File: src/rtl/hack_ps2_keyboard_if.sv
// hack_ps2_keyboard_if
// Groups the raw PS/2 pins and the Hack keyboard word outputs of the
// PS/2 keyboard receiver. The master side drives the pins (keyboard or
// bench); the slave side is the receiver itself.
interface hack_ps2_keyboard_if;
  logic        ps2_clk;
  logic        ps2_data;
  logic [15:0] kbd_code;
  logic        key_event;
  logic        frame_err;

  modport master (
    output ps2_clk,
    output ps2_data,
    input  kbd_code,
    input  key_event,
    input  frame_err
  );

  modport slave (
    input  ps2_clk,
    input  ps2_data,
    output kbd_code,
    output key_event,
    output frame_err
  );
endinterface

File: src/rtl/hack_ps2_keyboard.sv
// hack_ps2_keyboard
// PS/2 keyboard receiver and scan-code (set 2) translator producing the
// 16-bit Hack keyboard word (code of the held key, 0 when none).
// Frames are deserialised on synchronised ps2_clk falling edges, checked
// for start/parity/stop, and decoded with E0 (extended) and F0 (break)
// prefix tracking. A watchdog aborts frames that stall.
// Optional feature macro: HACK_KBD_SHIFT_EN -- tracks left/right shift
// and maps letters to lower case (97-122) unless shift is held.
module hack_ps2_keyboard #(
  parameter int TIMEOUT_CYCLES = 50000
) (
  input  logic               clock,
  input  logic               reset_n,
  hack_ps2_keyboard_if.slave kbd
);

  localparam int WD_W = $clog2(TIMEOUT_CYCLES + 1);
  localparam logic [WD_W-1:0] WD_LAST = WD_W'(TIMEOUT_CYCLES - 1);

  typedef enum logic [1:0] {
    ST_IDLE   = 2'd0,
    ST_RECV   = 2'd1,
    ST_DECODE = 2'd2
  } state_t;

  // Scan-code lookup. Returns 0 for unmapped codes. Extended codes only
  // match the E0 table; plain codes only match the plain table.
  function automatic logic [7:0] map_code(input logic       ext,
                                          input logic [7:0] b,
                                          input logic       lower);
    logic [7:0] base;
    logic [7:0] code;
    base = lower ? 8'd97 : 8'd65;
    code = 8'd0;
    if (ext) begin
      case (b)
        8'h6B:   code = 8'd130;
        8'h75:   code = 8'd131;
        8'h74:   code = 8'd132;
        8'h72:   code = 8'd133;
        8'h6C:   code = 8'd134;
        8'h69:   code = 8'd135;
        8'h7D:   code = 8'd136;
        8'h7A:   code = 8'd137;
        8'h70:   code = 8'd138;
        8'h71:   code = 8'd139;
        default: code = 8'd0;
      endcase
    end else begin
      case (b)
        // letters A..Z
        8'h1C:   code = base + 8'd0;
        8'h32:   code = base + 8'd1;
        8'h21:   code = base + 8'd2;
        8'h23:   code = base + 8'd3;
        8'h24:   code = base + 8'd4;
        8'h2B:   code = base + 8'd5;
        8'h34:   code = base + 8'd6;
        8'h33:   code = base + 8'd7;
        8'h43:   code = base + 8'd8;
        8'h3B:   code = base + 8'd9;
        8'h42:   code = base + 8'd10;
        8'h4B:   code = base + 8'd11;
        8'h3A:   code = base + 8'd12;
        8'h31:   code = base + 8'd13;
        8'h44:   code = base + 8'd14;
        8'h4D:   code = base + 8'd15;
        8'h15:   code = base + 8'd16;
        8'h2D:   code = base + 8'd17;
        8'h1B:   code = base + 8'd18;
        8'h2C:   code = base + 8'd19;
        8'h3C:   code = base + 8'd20;
        8'h2A:   code = base + 8'd21;
        8'h1D:   code = base + 8'd22;
        8'h22:   code = base + 8'd23;
        8'h35:   code = base + 8'd24;
        8'h1A:   code = base + 8'd25;
        // digits 0..9
        8'h45:   code = 8'd48;
        8'h16:   code = 8'd49;
        8'h1E:   code = 8'd50;
        8'h26:   code = 8'd51;
        8'h25:   code = 8'd52;
        8'h2E:   code = 8'd53;
        8'h36:   code = 8'd54;
        8'h3D:   code = 8'd55;
        8'h3E:   code = 8'd56;
        8'h46:   code = 8'd57;
        // specials
        8'h29:   code = 8'd32;
        8'h5A:   code = 8'd128;
        8'h66:   code = 8'd129;
        8'h76:   code = 8'd140;
        // F1..F12
        8'h05:   code = 8'd141;
        8'h06:   code = 8'd142;
        8'h04:   code = 8'd143;
        8'h0C:   code = 8'd144;
        8'h03:   code = 8'd145;
        8'h0B:   code = 8'd146;
        8'h83:   code = 8'd147;
        8'h0A:   code = 8'd148;
        8'h01:   code = 8'd149;
        8'h09:   code = 8'd150;
        8'h78:   code = 8'd151;
        8'h07:   code = 8'd152;
        default: code = 8'd0;
      endcase
    end
    return code;
  endfunction

  // Input conditioning
  logic clk_meta_q,  clk_meta_d;
  logic clk_sync_q,  clk_sync_d;
  logic clk_prev_q,  clk_prev_d;
  logic data_meta_q, data_meta_d;
  logic data_sync_q, data_sync_d;
  logic ps2_fall;

  // Receiver / decoder state
  state_t          state_q,     state_d;
  logic [3:0]      bit_cnt_q,   bit_cnt_d;
  logic [7:0]      shreg_q,     shreg_d;
  logic            parity_q,    parity_d;
  logic [7:0]      byte_q,      byte_d;
  logic [WD_W-1:0] wd_q,        wd_d;
  logic            ext_q,       ext_d;
  logic            brk_q,       brk_d;
  logic [7:0]      kbd_code_q,  kbd_code_d;
  logic            key_event_q, key_event_d;
  logic            frame_err_q, frame_err_d;
  logic [7:0]      dec_code;
  logic            lower_case;
`ifdef HACK_KBD_SHIFT_EN
  logic            shift_q,     shift_d;
`endif

`ifdef HACK_KBD_SHIFT_EN
  assign lower_case = ~shift_q;
`else
  assign lower_case = 1'b0;
`endif

  assign ps2_fall = clk_prev_q & ~clk_sync_q;

  assign kbd.kbd_code  = {8'h00, kbd_code_q};
  assign kbd.key_event = key_event_q;
  assign kbd.frame_err = frame_err_q;

  // Two-flop synchronisers plus previous-value register for edge detection
  always_comb begin
    clk_meta_d  = kbd.ps2_clk;
    clk_sync_d  = clk_meta_q;
    clk_prev_d  = clk_sync_q;
    data_meta_d = kbd.ps2_data;
    data_sync_d = data_meta_q;
  end

  // Synchroniser registers idle high, matching the released PS/2 bus
  always_ff @(posedge clock or negedge reset_n) begin
    if (!reset_n) begin
      clk_meta_q  <= 1'b1;
      clk_sync_q  <= 1'b1;
      clk_prev_q  <= 1'b1;
      data_meta_q <= 1'b1;
      data_sync_q <= 1'b1;
    end else begin
      clk_meta_q  <= clk_meta_d;
      clk_sync_q  <= clk_sync_d;
      clk_prev_q  <= clk_prev_d;
      data_meta_q <= data_meta_d;
      data_sync_q <= data_sync_d;
    end
  end

  // Translate the received byte with the current prefix and shift state
  always_comb begin
    dec_code = map_code(ext_q, byte_q, lower_case);
  end

  // Receive FSM, watchdog, prefix tracking and key-code update
  always_comb begin
    state_d     = state_q;
    bit_cnt_d   = bit_cnt_q;
    shreg_d     = shreg_q;
    parity_d    = parity_q;
    byte_d      = byte_q;
    wd_d        = wd_q;
    ext_d       = ext_q;
    brk_d       = brk_q;
    kbd_code_d  = kbd_code_q;
    frame_err_d = 1'b0;
`ifdef HACK_KBD_SHIFT_EN
    shift_d     = shift_q;
`endif

    if (ps2_fall) begin
      wd_d = '0;
    end else if (state_q == ST_RECV) begin
      wd_d = wd_q + WD_W'(1);
    end

    case (state_q)
      ST_IDLE: begin
        if (ps2_fall) begin
          if (!data_sync_q) begin
            state_d   = ST_RECV;
            bit_cnt_d = 4'd1;
          end else begin
            frame_err_d = 1'b1;
          end
        end
      end

      ST_RECV: begin
        if (ps2_fall) begin
          if (bit_cnt_q <= 4'd8) begin
            shreg_d   = {data_sync_q, shreg_q[7:1]};
            bit_cnt_d = bit_cnt_q + 4'd1;
          end else if (bit_cnt_q == 4'd9) begin
            parity_d  = data_sync_q;
            bit_cnt_d = bit_cnt_q + 4'd1;
          end else begin
            // Stop bit: frame is good with stop=1 and odd overall parity
            if (data_sync_q && (^{shreg_q, parity_q})) begin
              byte_d  = shreg_q;
              state_d = ST_DECODE;
            end else begin
              frame_err_d = 1'b1;
              ext_d       = 1'b0;
              brk_d       = 1'b0;
              state_d     = ST_IDLE;
            end
          end
        end else if (wd_q == WD_LAST) begin
          frame_err_d = 1'b1;
          ext_d       = 1'b0;
          brk_d       = 1'b0;
          state_d     = ST_IDLE;
        end
      end

      ST_DECODE: begin
        state_d = ST_IDLE;
        if (byte_q == 8'hE0) begin
          ext_d = 1'b1;
        end else if (byte_q == 8'hF0) begin
          brk_d = 1'b1;
        end else begin
`ifdef HACK_KBD_SHIFT_EN
          if (!ext_q && (byte_q == 8'h12 || byte_q == 8'h59)) begin
            shift_d = ~brk_q;
          end
`endif
          if (dec_code != 8'd0) begin
            if (!brk_q) begin
              kbd_code_d = dec_code;
            end else if (kbd_code_q == dec_code) begin
              kbd_code_d = 8'd0;
            end
          end
          ext_d = 1'b0;
          brk_d = 1'b0;
        end
      end

      default: begin
        state_d = ST_IDLE;
      end
    endcase

    // A typematic repeat rewrites the same value and so raises no event
    key_event_d = (kbd_code_d != kbd_code_q);
  end

  // State and output registers
  always_ff @(posedge clock or negedge reset_n) begin
    if (!reset_n) begin
      state_q     <= ST_IDLE;
      bit_cnt_q   <= 4'd0;
      shreg_q     <= 8'd0;
      parity_q    <= 1'b0;
      byte_q      <= 8'd0;
      wd_q        <= '0;
      ext_q       <= 1'b0;
      brk_q       <= 1'b0;
      kbd_code_q  <= 8'd0;
      key_event_q <= 1'b0;
      frame_err_q <= 1'b0;
`ifdef HACK_KBD_SHIFT_EN
      shift_q     <= 1'b0;
`endif
    end else begin
      state_q     <= state_d;
      bit_cnt_q   <= bit_cnt_d;
      shreg_q     <= shreg_d;
      parity_q    <= parity_d;
      byte_q      <= byte_d;
      wd_q        <= wd_d;
      ext_q       <= ext_d;
      brk_q       <= brk_d;
      kbd_code_q  <= kbd_code_d;
      key_event_q <= key_event_d;
      frame_err_q <= frame_err_d;
`ifdef HACK_KBD_SHIFT_EN
      shift_q     <= shift_d;
`endif
    end
  end

endmodule
File: src/flat_wrapper.sv
// flat-port wrapper written by rule: the top's interface ports become plain ports
module hack_ps2_keyboard_flat 
#(
  parameter int TIMEOUT_CYCLES = 50000
)
  (clock, reset_n, kbd_ps2_clk, kbd_ps2_data, kbd_kbd_code, kbd_key_event, kbd_frame_err);
  hack_ps2_keyboard_if kbd_i ();
  input  logic clock;
  input  logic reset_n;
  input wire logic [$bits(kbd_i.ps2_clk)-1:0] kbd_ps2_clk;
  input wire logic [$bits(kbd_i.ps2_data)-1:0] kbd_ps2_data;
  output wire logic [$bits(kbd_i.kbd_code)-1:0] kbd_kbd_code;
  output wire logic [$bits(kbd_i.key_event)-1:0] kbd_key_event;
  output wire logic [$bits(kbd_i.frame_err)-1:0] kbd_frame_err;
  assign kbd_i.ps2_clk = kbd_ps2_clk;
  assign kbd_i.ps2_data = kbd_ps2_data;
  assign kbd_kbd_code = kbd_i.kbd_code;
  assign kbd_key_event = kbd_i.key_event;
  assign kbd_frame_err = kbd_i.frame_err;
  hack_ps2_keyboard #(.TIMEOUT_CYCLES(TIMEOUT_CYCLES)) u_core (.clock(clock), .reset_n(reset_n), .kbd(kbd_i));
endmodule
File: config.mk
export PLATFORM = sky130hd
export DESIGN_NAME = hack_ps2_keyboard_flat
export DESIGN_NICKNAME = d
export VERILOG_FILES = /design/src/rtl/hack_ps2_keyboard_if.sv /design/src/rtl/hack_ps2_keyboard.sv /design/src/flat_wrapper.sv
export SDC_FILE = /design/constraint.sdc
export NUM_CORES = 1
export LEC_CHECK = 0
export CAP_MARGIN = 20
export CORE_MARGIN = 2
export CORE_UTILIZATION = 65
export DETAILED_ROUTE_END_ITERATION = 10
export HOLD_SLACK_MARGIN = 0.08
export PLACE_DENSITY_LB_ADDON = 0.1
export SYNTH_ARGS = -nofsm -noshare
export SYNTH_HDL_FRONTEND = slang
export SYNTH_SLANG_ARGS = --single-unit
File: constraint.sdc
create_clock -name clock -period 8.7 [get_ports clock]
set_clock_uncertainty 0.15 [all_clocks]
set_input_delay 1.74 -clock clock [delete_from_list [all_inputs] [get_ports clock]]
set_output_delay 1.74 -clock clock [all_outputs]
set_load 0.005 [all_outputs]
**Word-level counts from Yosys, hierarchy flattened**

Index checks and enable logic that the tools add are counted.

- Multiplexer cells: 44
- Reductions and logical operators: 14
- Magnitude comparators: 1
- Bitwise gates (word level): 4
- Add/subtract/negate cells: 2
- Eq/ne operators: 80

Operators with widths:

| operator | number |
|---|---|
| $pmux 8 s52 | 1 |
| $eq 8x6->1 const B | 23 |
| $eq 8x7->1 const B | 21 |
| $pmux 8 s10 | 1 |
| $eq 8x5->1 const B | 7 |
| $mux 8 | 7 |
| $eq 8x3->1 const B | 4 |
| $eq 8x4->1 const B | 4 |
| $mux 16 | 2 |
| $eq 8x8->1 const B | 3 |
| $mux 4 | 5 |
| $add 16x1->16 const B | 1 |
| $eq 16x16->1 const B | 1 |
| $mux 1 | 16 |
| $reduce_and 5->1 | 3 |
| $mux 2 | 7 |
| $ne 3x3->1 const B | 4 |
| $reduce_and 6->1 | 2 |
| $reduce_xor 9->1 | 1 |
| $eq 8x1->1 const B | 1 |
| $eq 8x2->1 const B | 1 |
| $eq 8x8->1 | 1 |
| $ne 8x8->1 | 1 |
| $pmux 4 s2 | 1 |
| other kinds (18) | 27 |

- Flip-flop bits (word level): 56
- Word-level logic and storage cells: 161
- Output and inout bits: 18

**Depth between registers and ports, before layout**

Gate-level depths: netlist of run 1.

- Depth in word-level cells: 11
- Depth in mapped cells: 12

**Least setup slack after synthesis of run 1**

OpenSTA, ideal clock, no wires.

- Kind: reg-to-reg
- Start point: register u_core.byte_q[5]
- End point: register u_core.kbd_code_q[3]
- Path buffers: 3
- Arrival: 2.549 ns
- Clock period less this slack: 2.781 ns
- Setup time: 0.082 ns
- Stages on the path, launching flop included: 12
- Slack: 5.919 ns
- Cell sequence: dfrtp_1 -> buf_4 -> buf_4 -> buf_6 -> xor2_1 -> nand4_1 -> nand3_1 -> nor3_1 -> a21oi_2 -> o31ai_4 -> mux2_1 -> a31oi_1

- Word-level cells in the longest chain between the ends: 10

RTL lines:

| what | line | text |
|---|---|---|
| from (decl) | hack_ps2_keyboard.sv:126 | `logic [7:0] byte_q, byte_d;` |
| from (signal assigned) | hack_ps2_keyboard.sv:299 | `byte_q <= byte_d;` |
| $eq 8x3->1 (tied with other cells) | hack_ps2_keyboard.sv:50 | `case (b)` |
| $pmux 8 s52 or $pmux 8 s10 (tied branches) | hack_ps2_keyboard.sv:50, hack_ps2_keyboard.sv:36 |  |
| $mux 8 | hack_ps2_keyboard.sv:35 | `if (ext) begin` |
| $eq 8x8->1 | hack_ps2_keyboard.sv:259 | `end else if (kbd_code_q == dec_code) begin` |
| $mux 8 | hack_ps2_keyboard.sv:259 |  |
| $mux 8 | hack_ps2_keyboard.sv:257 | `if (!brk_q) begin` |
| $mux 8 | hack_ps2_keyboard.sv:256 | `if (dec_code != 8'd0) begin` |
| $mux 8 | hack_ps2_keyboard.sv:248 | `end else if (byte_q == 8'hF0) begin` |
| $mux 8 * | hack_ps2_keyboard.sv:246 | `if (byte_q == 8'hE0) begin` |
| $mux 8 * | hack_ps2_keyboard.sv:204 | `case (state_q)` |
| via u_core.kbd_code_d[3] | hack_ps2_keyboard.sv:130 | `logic [7:0] kbd_code_q, kbd_code_d;` |
| to (signal assigned) | hack_ps2_keyboard.sv:303 | `kbd_code_q <= kbd_code_d;` |
| to (decl) | hack_ps2_keyboard.sv:130 |  |

Mark *: on every way through the listed nets, which the timed path passes. The rest lies on a longest branch.
A chain may end at the register's enable or synchronous reset.

**Worst setup path after layout of run 1**

- Start point: register u_core.byte_q[1]
- End point: register u_core.kbd_code_q[3]

The elaborated chain is that of the path after synthesis.

==> flow_summary.ini, run 1 <==
[run_status]
run_status = finished clean

[sta]
finalWorstSetupSlack_ps = 4763
portion_of_the_clock_cycle_consumed_by_the_worst_path_in_the_final_layout = 0.4525
tightestPinTransition_ps = 1073
setup_total_negative_slack_ps = 0
slew_viol_final = 0
max_slew_margin = 0.2848
setup-violations-final = 0
rsz0062_at_grt = no
achievable-frequency_ghz = 0.2540
post-route-min-period_ps = 3937
final_hold_viol_count = 0

[worst_hold_path]
path_type_of_the_worst_min_delay_path = register to register
worst_hold_startpoint = u_core.data_meta_q

[global_routing]
globalRoute.totalOverflow = 0
vias_in_the_first_global_route = 3585
groute.usage.overall = 0.2783
grt_antenna_before_repair = 0
global_route_wire_length_before_repair_mm = 17.37
grt_max_degree = 57

[power_and_ir_drop]
pd_cells_mw_per_mm2 = 163.8
overall_power_consumption_w = 0.0007831
worst_ir_drop_vdd_mv = 0.1946
leakage_nw = 1.848

[floorplanning]
floorplan.initialDensity = 0.6790
design.portCount = 22
design.core.area_mm2 = 0.006907
design.die.area_mm2 = 0.007910
die_w_um = 88.94
die_y_um = 88.94
floorplan.rows = 30

[layout]
multiInputGateArea_mm2 = 0.002925
design.final.nets = 512
syn_to_final_growth_pct = 1.974
layout.cells.most_common = dfrtp_1
fillers = 548
post_layout_nonfiller_instances = 598
most-common-layout-cells = 51 x dfrtp_1, 37 x nand2_1, 27 x nor2_1
number_of_antenna_cells_inserted = 0
fraction_of_final_layout_cells_with_drive_strength_greater_than_1 = 0.1335
area_used_by_sequential_logic_in_the_layout_mm2 = 0.001408

[cts]
worst_setup_hold_path_clk_slew_ps = 110
hold_buffers = 0
clock_path_buffers = 2
cts_made_buffers = 5
cts_max_level = 2
post_cts_buffers = 0
number_of_gates_resized_after_cts = 0
tritoncts_num_sinks = 56
clock_tree_from_tritoncts = yes
clkLatencyLatePin_ps = 310
cts_root_buf = clkbuf_8

[synth]
syn_area_mm2 = 0.004689
post_synth_inst_count = 516
synth_cell_type_count = 91
synth_seq_area_share = 0.3002
synth_seq_cells = 56
ys.warnings.count = 0
async_reset_ff_frac = 1.000
ys.flop_type = dfrtp_1
synth-edff-count = 0
mapped_avg_cell_area_um2 = 9.088

[critical_path]
critPathArrivalTime_ps = 3950
worst_setup_path_end_kind = register
required_ps = 8720
rr_startpoint = u_core.byte_q[1]
critical_path.max_fanout = 39
setup.worst_path.start_class = register
worstSetupStartpoint = u_core.byte_q[1]
critical_path_class = register to register

[place]
dp.final_hpwl_mm = 7.468
post-place-cells = 590
placement.io_buffers = 13
place_ws_ps = 4830
globalplace.congestion = 0.9682

[routing]
vias = 4032
detail_route.first_pass.iterations = 5
drt-vias-per-instance = 6.742
routed_wirelength_mm = 10.55
post_drt_wl_per_cell_um = 17.64
drt-initial-drc-count = 491
postRouteAntennaNets = 0
post-route-drc-count = 0

[run]
max_cap_viol_count = 0
## per-stage QoR
stage               hold WS [ps]  utilization  cell area, um2
floorplan                  195.2            -            4716
global placement           196.1       0.6786            4687
detailed placement         197.6       0.6786            4687
CTS                        211.3       0.6924            4782
global route               212.9       0.6924            4782
finish                     209.9       0.6924            4782
## cell type report
| type | instances | share of cell area |
|---|---|---|
| Clock inverter | 3 | 0.005495 |
| Inverter | 17 | 0.01334 |
| Tap cell | 96 | 0.02512 |
| Sequential cell | 56 | 0.2943 |
| Clock buffer | 5 | 0.01439 |
| Timing Repair Buffer | 19 | 0.03558 |
| Multi-Input combinational cell | 402 | 0.6117 |
## worst max-delay path: stages, from the launching register on
cell and delay (ps):
dfrtp_1 1060, or2_2 290, a2bb2o_4 210, a221o_1 280, or4_4 500, o21ai_2 400, o211ai_1 190, nor4_4 540
a31oi_1 150
## cell usage after synthesis, types with 7 or more instances
cell type	n	share of area
buf_4	19	0.030
o21ai_1	8	0.0085
nand3_1	13	0.014
and2_1	9	0.012
ha_1	7	0.019
a41oi_1	8	0.015
buf_2	9	0.0096
xnor2_1	9	0.017
inv_1	15	0.012
clkbuf_1	11	0.0088
a21oi_1	23	0.025
mux2_2	17	0.041
or3_1	11	0.015
xor2_1	14	0.026
dfrtp_1	51	0.27
o21ai_0	23	0.025
and3_1	8	0.011
nor2b_1	11	0.015
nand4_1	11	0.015
o211ai_1	9	0.014
nor3_1	8	0.0085
nor2_1	27	0.022
nor3b_1	8	0.013
nand2_1	37	0.030
a32oi_1	7	0.013
## path summary, 6_finish.rpt
check / end / slack (ps) / depth (start not counted)
min: u_core.data_sync_q / 210 / 0
max in group asynchronous: u_core.byte_q[5] / 6520 / 2
max reg2reg: u_core.kbd_code_q[3] / 4760 / 8
max: u_core.kbd_code_q[3] / 4760 / 8
min reg2reg: u_core.data_sync_q / 210 / 0
min in group asynchronous: u_core.wd_q[9] / 1390 / 2
## report_power, final
group,switching [W],internal [W],leakage (nW)
clock,0.0000867,0.0000594,0.0491
combinational,0.000161,0.000134,1.07
sequential,0.0000468,0.000295,0.724
## layer usage
layer  wire (um)  vias to the layer above  track usage
met5           0                        -            0
met4         314                        0      0.09091
met3         548                       33      0.04247
met2        4949                      155       0.4294
met1        4737                     1941       0.4045
li1            -                     1903            -
## state kept, by name (all words and copies together) (netlist names)
| register | cells |
|---|---|
| u_core.brk_q | 1 |
| u_core.shreg_q | 8 |
| u_core.data_meta_q | 1 |
| u_core.byte_q | 8 |
| u_core.bit_cnt_q | 4 |
| u_core.clk_prev_d | 1 |
| u_core.state_q | 2 |
| u_core.kbd.frame_err | 1 |
| u_core.clk_prev_q | 1 |
| u_core.wd_q | 16 |
| u_core.kbd_code_q | 8 |
| u_core.data_sync_q | 1 |
| u_core.parity_q | 1 |
| u_core.clk_meta_q | 1 |
| u_core.kbd.key_event | 1 |
| u_core.ext_q | 1 |
## cell families (layout without fill, tap and decap cells)
family | Yosys count | in the layout | share of synthesized area
buffers and inverters | 65 | 44 | 0.08164
AO/OA/AOI/OAI | 144 | 144 | 0.2364
adder cells (fa/ha/maj) | 7 | 7 | 0.01868
XOR/XNOR | 24 | 24 | 0.04776
AND/OR/NAND/NOR | 198 | 198 | 0.2649
other | 1 | 8 | 0.0007997
flip-flops | 56 | 56 | 0.3002
multiplexers | 21 | 21 | 0.04963
No activity file was read; power rests on OpenSTA's default activity.
==> run 2, diff against run 1 <==
--- a/config.mk
+++ b/config.mk
@@ -7,7 +7,7 @@
 export LEC_CHECK = 0
 export CAP_MARGIN = 20
 export CORE_MARGIN = 2
-export CORE_UTILIZATION = 65
+export CORE_UTILIZATION = 56
 export DETAILED_ROUTE_END_ITERATION = 10
 export HOLD_SLACK_MARGIN = 0.08
 export PLACE_DENSITY_LB_ADDON = 0.1
==> constraint.sdc (replaced) <==
create_clock -name clock -period 3.2 [get_ports clock]
set_clock_uncertainty 0.15 [all_clocks]
set_input_delay 0.64 -clock clock [delete_from_list [all_inputs] [get_ports clock]]
set_output_delay 0.64 -clock clock [all_outputs]
set_load 0.005 [all_outputs]
==> run 2 against run 1 <==
Against the previous run:
- non-clock buffer count grew 47
- register-to-register slack lost 4700 ps
- core utilization shrank 4.9 points
- largest cell class unchanged
- maximum frequency grew 27%
- setup slack lost 4700 ps
- via count grew 7.0%
- power grew to 3.0 times the previous value
- flip-flop and latch count is the same
- clock power grew to 3.8 times the previous value
- first-iteration DRC count shrank 26%
==> flow_summary.ini, run 2 (synthesis results as in run 1) <==
[run_status]
run_status = finished clean

[layout]
layout.cells.most_common = buf_4
post_layout_nonfiller_instances = 654
number_of_antenna_cells_inserted = 0
top_register = u_core.wd_q
design.final.nets = 559
fraction_of_final_layout_cells_with_drive_strength_greater_than_1 = 0.2240
final_util = 0.6431
largest_register_ffs = 16
finish.instance_area_mm2 = 0.005258
fillers = 693
most-common-layout-cells = 48 x buf_4, 45 x dfrtp_1, 37 x nand2_1
syn_to_final_growth_pct = 12.11

[cts]
cts_max_level = 2
cts_made_buffers = 5
worst_setup_hold_path_clk_slew_ps = 100
cts_root_buf = clkbuf_8
tritoncts_num_sinks = 56
clock_path_buffers = 2
clock_tree_from_tritoncts = yes
clkLatencyLatePin_ps = 320

[sta]
max_slew_margin = 0.5616
final_hold_viol_count = 0
setup-violations-final = 0
portion_of_the_clock_cycle_consumed_by_the_worst_path_in_the_final_layout = 0.9700
rsz0062_at_grt = no
achievable-frequency_ghz = 0.3222
finalWorstSetupSlack_ps = 96.12
final_hold_slack_ps = 210.4
slew_viol_final = 0
post-route-min-period_ps = 3104
tightestPinTransition_ps = 656.3

[critical_path]
critPathArrivalTime_ps = 3150
rr_startpoint = u_core.byte_q[1]
worst_setup_path_end_kind = register
ff2ff_setup_slack_ps = 100
rr_worst_depth = 10
critical_path_class = register to register
rr_endpoint = u_core.kbd_code_q[5]
critical_path.max_fanout = 17
required_ps = 3240
setup.worst_path.start_class = register

[place]
placement.io_buffers = 13
post_dp_cell_area_mm2 = 0.005051
dp.final_hpwl_mm = 8.983
post-place-cells = 641
globalplace.congestion = 0.9584
place_ws_ps = -43.91

[power_and_ir_drop]
worst_ir_drop_vdd_mv = 0.3721
power_frac_comb = 0.370
switchingPower_w = 0.0008244
switching_share = 0.3510
clkPwrFrac = 0.234
pd_cells_mw_per_mm2 = 446.7
leakage_nw = 2.123
power.sequential.fraction = 0.396
power_report.internal_total_w = 0.001524

[global_routing]
globalRoute.totalOverflow = 0
grt_antenna_before_repair = 0
global_route_wire_length_before_repair_mm = 20.40
grt_max_degree = 43
vias_in_the_first_global_route = 4089
groute.usage.overall = 0.2846

[floorplanning]
design.portCount = 22
design.die.area_mm2 = 0.009122
die_w_um = 95.51
floorplan.rows = 33
die_y_um = 95.51
design.core.area_mm2 = 0.008175
floorplan.initialDensity = 0.5736

[routing]
detail_route.first_pass.iterations = 5
post_drt_wl_per_cell_um = 19.03
vias = 4316
postRouteAntennaNets = 0
drt-initial-drc-count = 363
routed_wirelength_mm = 12.44
drt-vias-per-instance = 6.599
post-route-drc-count = 0

[worst_hold_path]
worst_hold_startpoint = u_core.data_meta_q
worstHoldPathCells = 0
path_type_of_the_worst_min_delay_path = register to register
hold_endpoint = u_core.data_sync_q

[run]
max_cap_viol_count = 0
==> run 2: cell types whose count changed in the layout (fill, tap and decap cells not counted), sizes merged <==
cell	previous run	this run
clkbuf	5	6
clkinv	1	0
bufinv	0	2
inv	19	17
dlygate4sd3	0	1
buf	7	53
==> run 2: per-layer routing <==
| layer | global-route usage | up-vias | routed length (um) |
|---|---|---|---|
| li1 | - | 1997 | - |
| met1 | 0.3718 | 2116 | 5422 |
| met2 | 0.4771 | 164 | 6038 |
| met3 | 0.04032 | 39 | 602 |
| met4 | 0.1107 | 0 | 379 |
| met5 | 0 | - | 0 |
==> run 2: how the worst max path moves through the flow <==
stage	endpoint	slack [ps]	startpoint
after CTS	u_core.kbd_code_q[3]	60	u_core.byte_q[4]
final	u_core.kbd_code_q[5]	100	u_core.byte_q[1]
after detailed placement	u_core.kbd_code_q[3]	-40	u_core.byte_q[4]
after global placement	u_core.kbd.key_event	20	u_core.byte_q[4]
after global routing	u_core.kbd_code_q[3]	8	u_core.byte_q[1]
after floorplan	u_core.kbd_code_q[3]	420	u_core.byte_q[5]
==> run 2: timing repair <==
item,CTS,global route
pin swaps,0,2
hold endpoints to repair,14,0
resized for setup,1,11
hold buffers,1,0
setup buffers,0,4
endpoints found under the setup margin,9,9
gates cloned,0,0
==> run 2: layout make-up <==
type / count / area (um2) / share of cell area
multi-input cells: 402 / 2954 / 0.5619
flip-flops and latches: 56 / 1415 / 0.2692
repair buffers: 66 / 560.5 / 0.1066
well taps: 105 / 131.4 / 0.02499
clock buffers: 6 / 72.57 / 0.01380
inverters: 17 / 63.81 / 0.01214
clock inverters: 2 / 60.06 / 0.01142
==> run 2: through the flow <==
step,TNS [ps],total power (W)
floorplan,0,0.001563
global placement,0,0.001776
detailed placement,-223.9,0.001807
CTS,0,0.002360
global route,0,0.002508
finish,0,0.002349
==> run 2: critical path, cell delays in order, from the launching register on <==
cell and delay [ps]:
dfrtp_1 450, buf_4 220, and2_2 240, a2bb2o_4 210, a221o_1 300, or4_4 510, o21ai_2 160, o211ai_1 150
nor4_4 290, buf_4 200, o21ai_1 90
==> run 2: power by group through the flow <==
stage                     Clock [W]  Combinational [W]  Sequential (W)
after detailed placement          0           0.000864        0.000943
after global placement            0           0.000837        0.000939
after CTS                  0.000562           0.000869        0.000929
after floorplan                   0           0.000678        0.000885
final                      0.000549           0.000870        0.000930
after global routing       0.000584           0.000975        0.000949
==> run 3, diff against run 2 <==
--- a/config.mk
+++ b/config.mk
@@ -5,10 +5,10 @@
 export SDC_FILE = /design/constraint.sdc
 export NUM_CORES = 1
 export LEC_CHECK = 0
-export CAP_MARGIN = 20
 export CORE_MARGIN = 2
 export CORE_UTILIZATION = 56
 export DETAILED_ROUTE_END_ITERATION = 10
+export GPL_ROUTABILITY_DRIVEN = 0
 export HOLD_SLACK_MARGIN = 0.08
 export PLACE_DENSITY_LB_ADDON = 0.1
 export SYNTH_ARGS = -nofsm -noshare
==> run 3 against run 2 <==
Against the previous run:
- largest cell class unchanged
- combinational power shrank 2.5%
- power shrank 7.2%
- final cell count shrank 0.61%
- cell area shrank 1.3%
- sequential power is essentially flat
- sequential share of layout area grew 0.32 points
- critical endpoint is now u_core.kbd_code_q[3]
- first-iteration DRC count shrank 13%
- setup slack lost 17 ps
- via count shrank 3.2%
- clock-buffer cell count is the same
- die area is the same
==> flow_summary.ini, run 3 (synthesis results as in run 1) <==
[run_status]
run_status = finished clean

[run]
max_cap_viol_count = 0

[sta]
tightestPinTransition_ps = 677.6
portion_of_the_clock_cycle_consumed_by_the_worst_path_in_the_final_layout = 0.9754
post-route-min-period_ps = 3121
slew_viol_final = 0
setup-violations-final = 0
final_hold_viol_count = 0
max_slew_margin = 0.5466
achievable-frequency_ghz = 0.3204
finalWorstSetupSlack_ps = 78.81

[power_and_ir_drop]
overall_power_consumption_w = 0.002179
pd_cells_mw_per_mm2 = 420.0
worst_ir_drop_vdd_mv = 0.3711
leakage_nw = 2.072

[floorplanning]
die_y_um = 95.51
floorplan.rows = 33
design.die.area_mm2 = 0.009122
design.portCount = 22
floorplan.initialDensity = 0.5736
die_w_um = 95.51
design.core.area_mm2 = 0.008175

[routing]
drt-initial-drc-count = 316
post-route-drc-count = 0
post_drt_wl_per_cell_um = 17.90
vias = 4180
postRouteAntennaNets = 0
drt-vias-per-instance = 6.431
routed_wirelength_mm = 11.63
detail_route.first_pass.iterations = 5

[layout]
syn_to_final_growth_pct = 10.62
fraction_of_final_layout_cells_with_drive_strength_greater_than_1 = 0.2147
most-common-layout-cells = 47 x dfrtp_1, 46 x buf_4, 37 x nand2_1
largest_register_ffs = 16
top_register = u_core.wd_q
number_of_antenna_cells_inserted = 0
design.final.nets = 555
post_layout_nonfiller_instances = 650
layout.cells.most_common = dfrtp_1

[cts]
cts_max_level = 2
post_cts_buffers = 0
clock_path_buffers = 2
tritoncts_num_sinks = 56
hold_buffers = 0
worst_setup_hold_path_clk_slew_ps = 100
cts_made_buffers = 5
clock_tree_from_tritoncts = yes
clkLatencyLatePin_ps = 320
cts_root_buf = clkbuf_8

[critical_path]
crit_path_frequent_cell = buf_4
critical_path_class = register to register
slowest_stage = or4b_1
setup.worst_path.start_class = register
critPathArrivalTime_ps = 3180
worst_setup_path_end_kind = register
worst_path_largest_cell_delay_ps = 590
critical_path.max_fanout = 9
path_cells = buf_4 -> or4b_1 -> a21oi_1 -> a211oi_2 -> a221oi_1 -> o221ai_1 -> nor4_4 -> buf_4 -> a31oi_1
required_ps = 3260

[global_routing]
groute.usage.overall = 0.2635
global_route_wire_length_before_repair_mm = 19.06
vias_in_the_first_global_route = 3816
globalRoute.totalOverflow = 0
grt_max_degree = 37
grt_antenna_before_repair = 0

[place]
dp.final_hpwl_mm = 8.580
placement.io_buffers = 13
post-place-cells = 642
place_ws_ps = 136.3

[worst_hold_path]
path_type_of_the_worst_min_delay_path = primary input to asynchronous set/reset pin
[run 3: cell count changes in the layout (fill, tap and decap cells not counted), sizes merged]
| cell | change |
|---|---|
| dlygate4sd3 | -1 |
| inv | +2 |
| bufinv | -2 |
| buf | -3 |
[run 3: worst paths after layout]
path	endpoint	start	slack, ps	depth (start not counted)
max	u_core.kbd_code_q[3]	u_core.byte_q[5]	80	9
min	u_core.wd_q[7]	reset_n	150	1
max reg2reg	u_core.kbd_code_q[3]	u_core.byte_q[5]	80	9
min reg2reg	u_core.data_sync_q	u_core.data_meta_q	210	0
max in group asynchronous	u_core.kbd_code_q[3]	reset_n	2080	2
min in group clock	u_core.data_sync_q	u_core.data_meta_q	210	0
[run 3: per-stage QoR]
stage | TNS (ps) | util | hold WS (ps) | cell area, um2
2_1_floorplan | 0 | - | 194.4 | 4716
3_3_place_gp | 0 | 0.6188 | 198.1 | 5059
3_5_place_dp | 0 | 0.6188 | 199.9 | 5059
4_1_cts | 0 | 0.6298 | 147.1 | 5149
5_1_grt | -1.222 | 0.6345 | 180.3 | 5187
6_report | 0 | 0.6345 | 145.2 | 5187
[run 3: cell type report]
| cell class | count | area [um2] |
|---|---|---|
| inverter | 17 | 63.81 |
| sequential | 56 | 1413 |
| clock buffer | 6 | 72.57 |
| clock inverter | 2 | 17.52 |
| tap | 105 | 131.4 |
| fill | 691 | 2988 |
| multi-input combinational | 402 | 2959 |
| timing repair buffer | 62 | 530.5 |
[run 3: metal layers]
metal,track usage,up-vias,routed length [um]
met3,0.03320,30,599
met2,0.4137,161,5462
met5,0,-,0
met1,0.3726,1996,5224
li1,-,1993,-
met4,0.09762,0,346
[run 3: power by group]
part           switching, W  internal [W]
logic              0.000446      0.000403
clock network      0.000238      0.000161
registers          0.000131      0.000801
total              0.000815       0.00136
[run 3: timing repair]
action                                 CTS  global route
endpoints found under the hold margin    0             0
resized for setup                        0            10
setup endpoints to repair                0             9
[run 3: critical path: cells and delay by family, from the launching register on]
kind	cells	cell delay [ps]
compound gates	5	1130
simple gates	2	830
flops	1	490
buf+inv	2	420
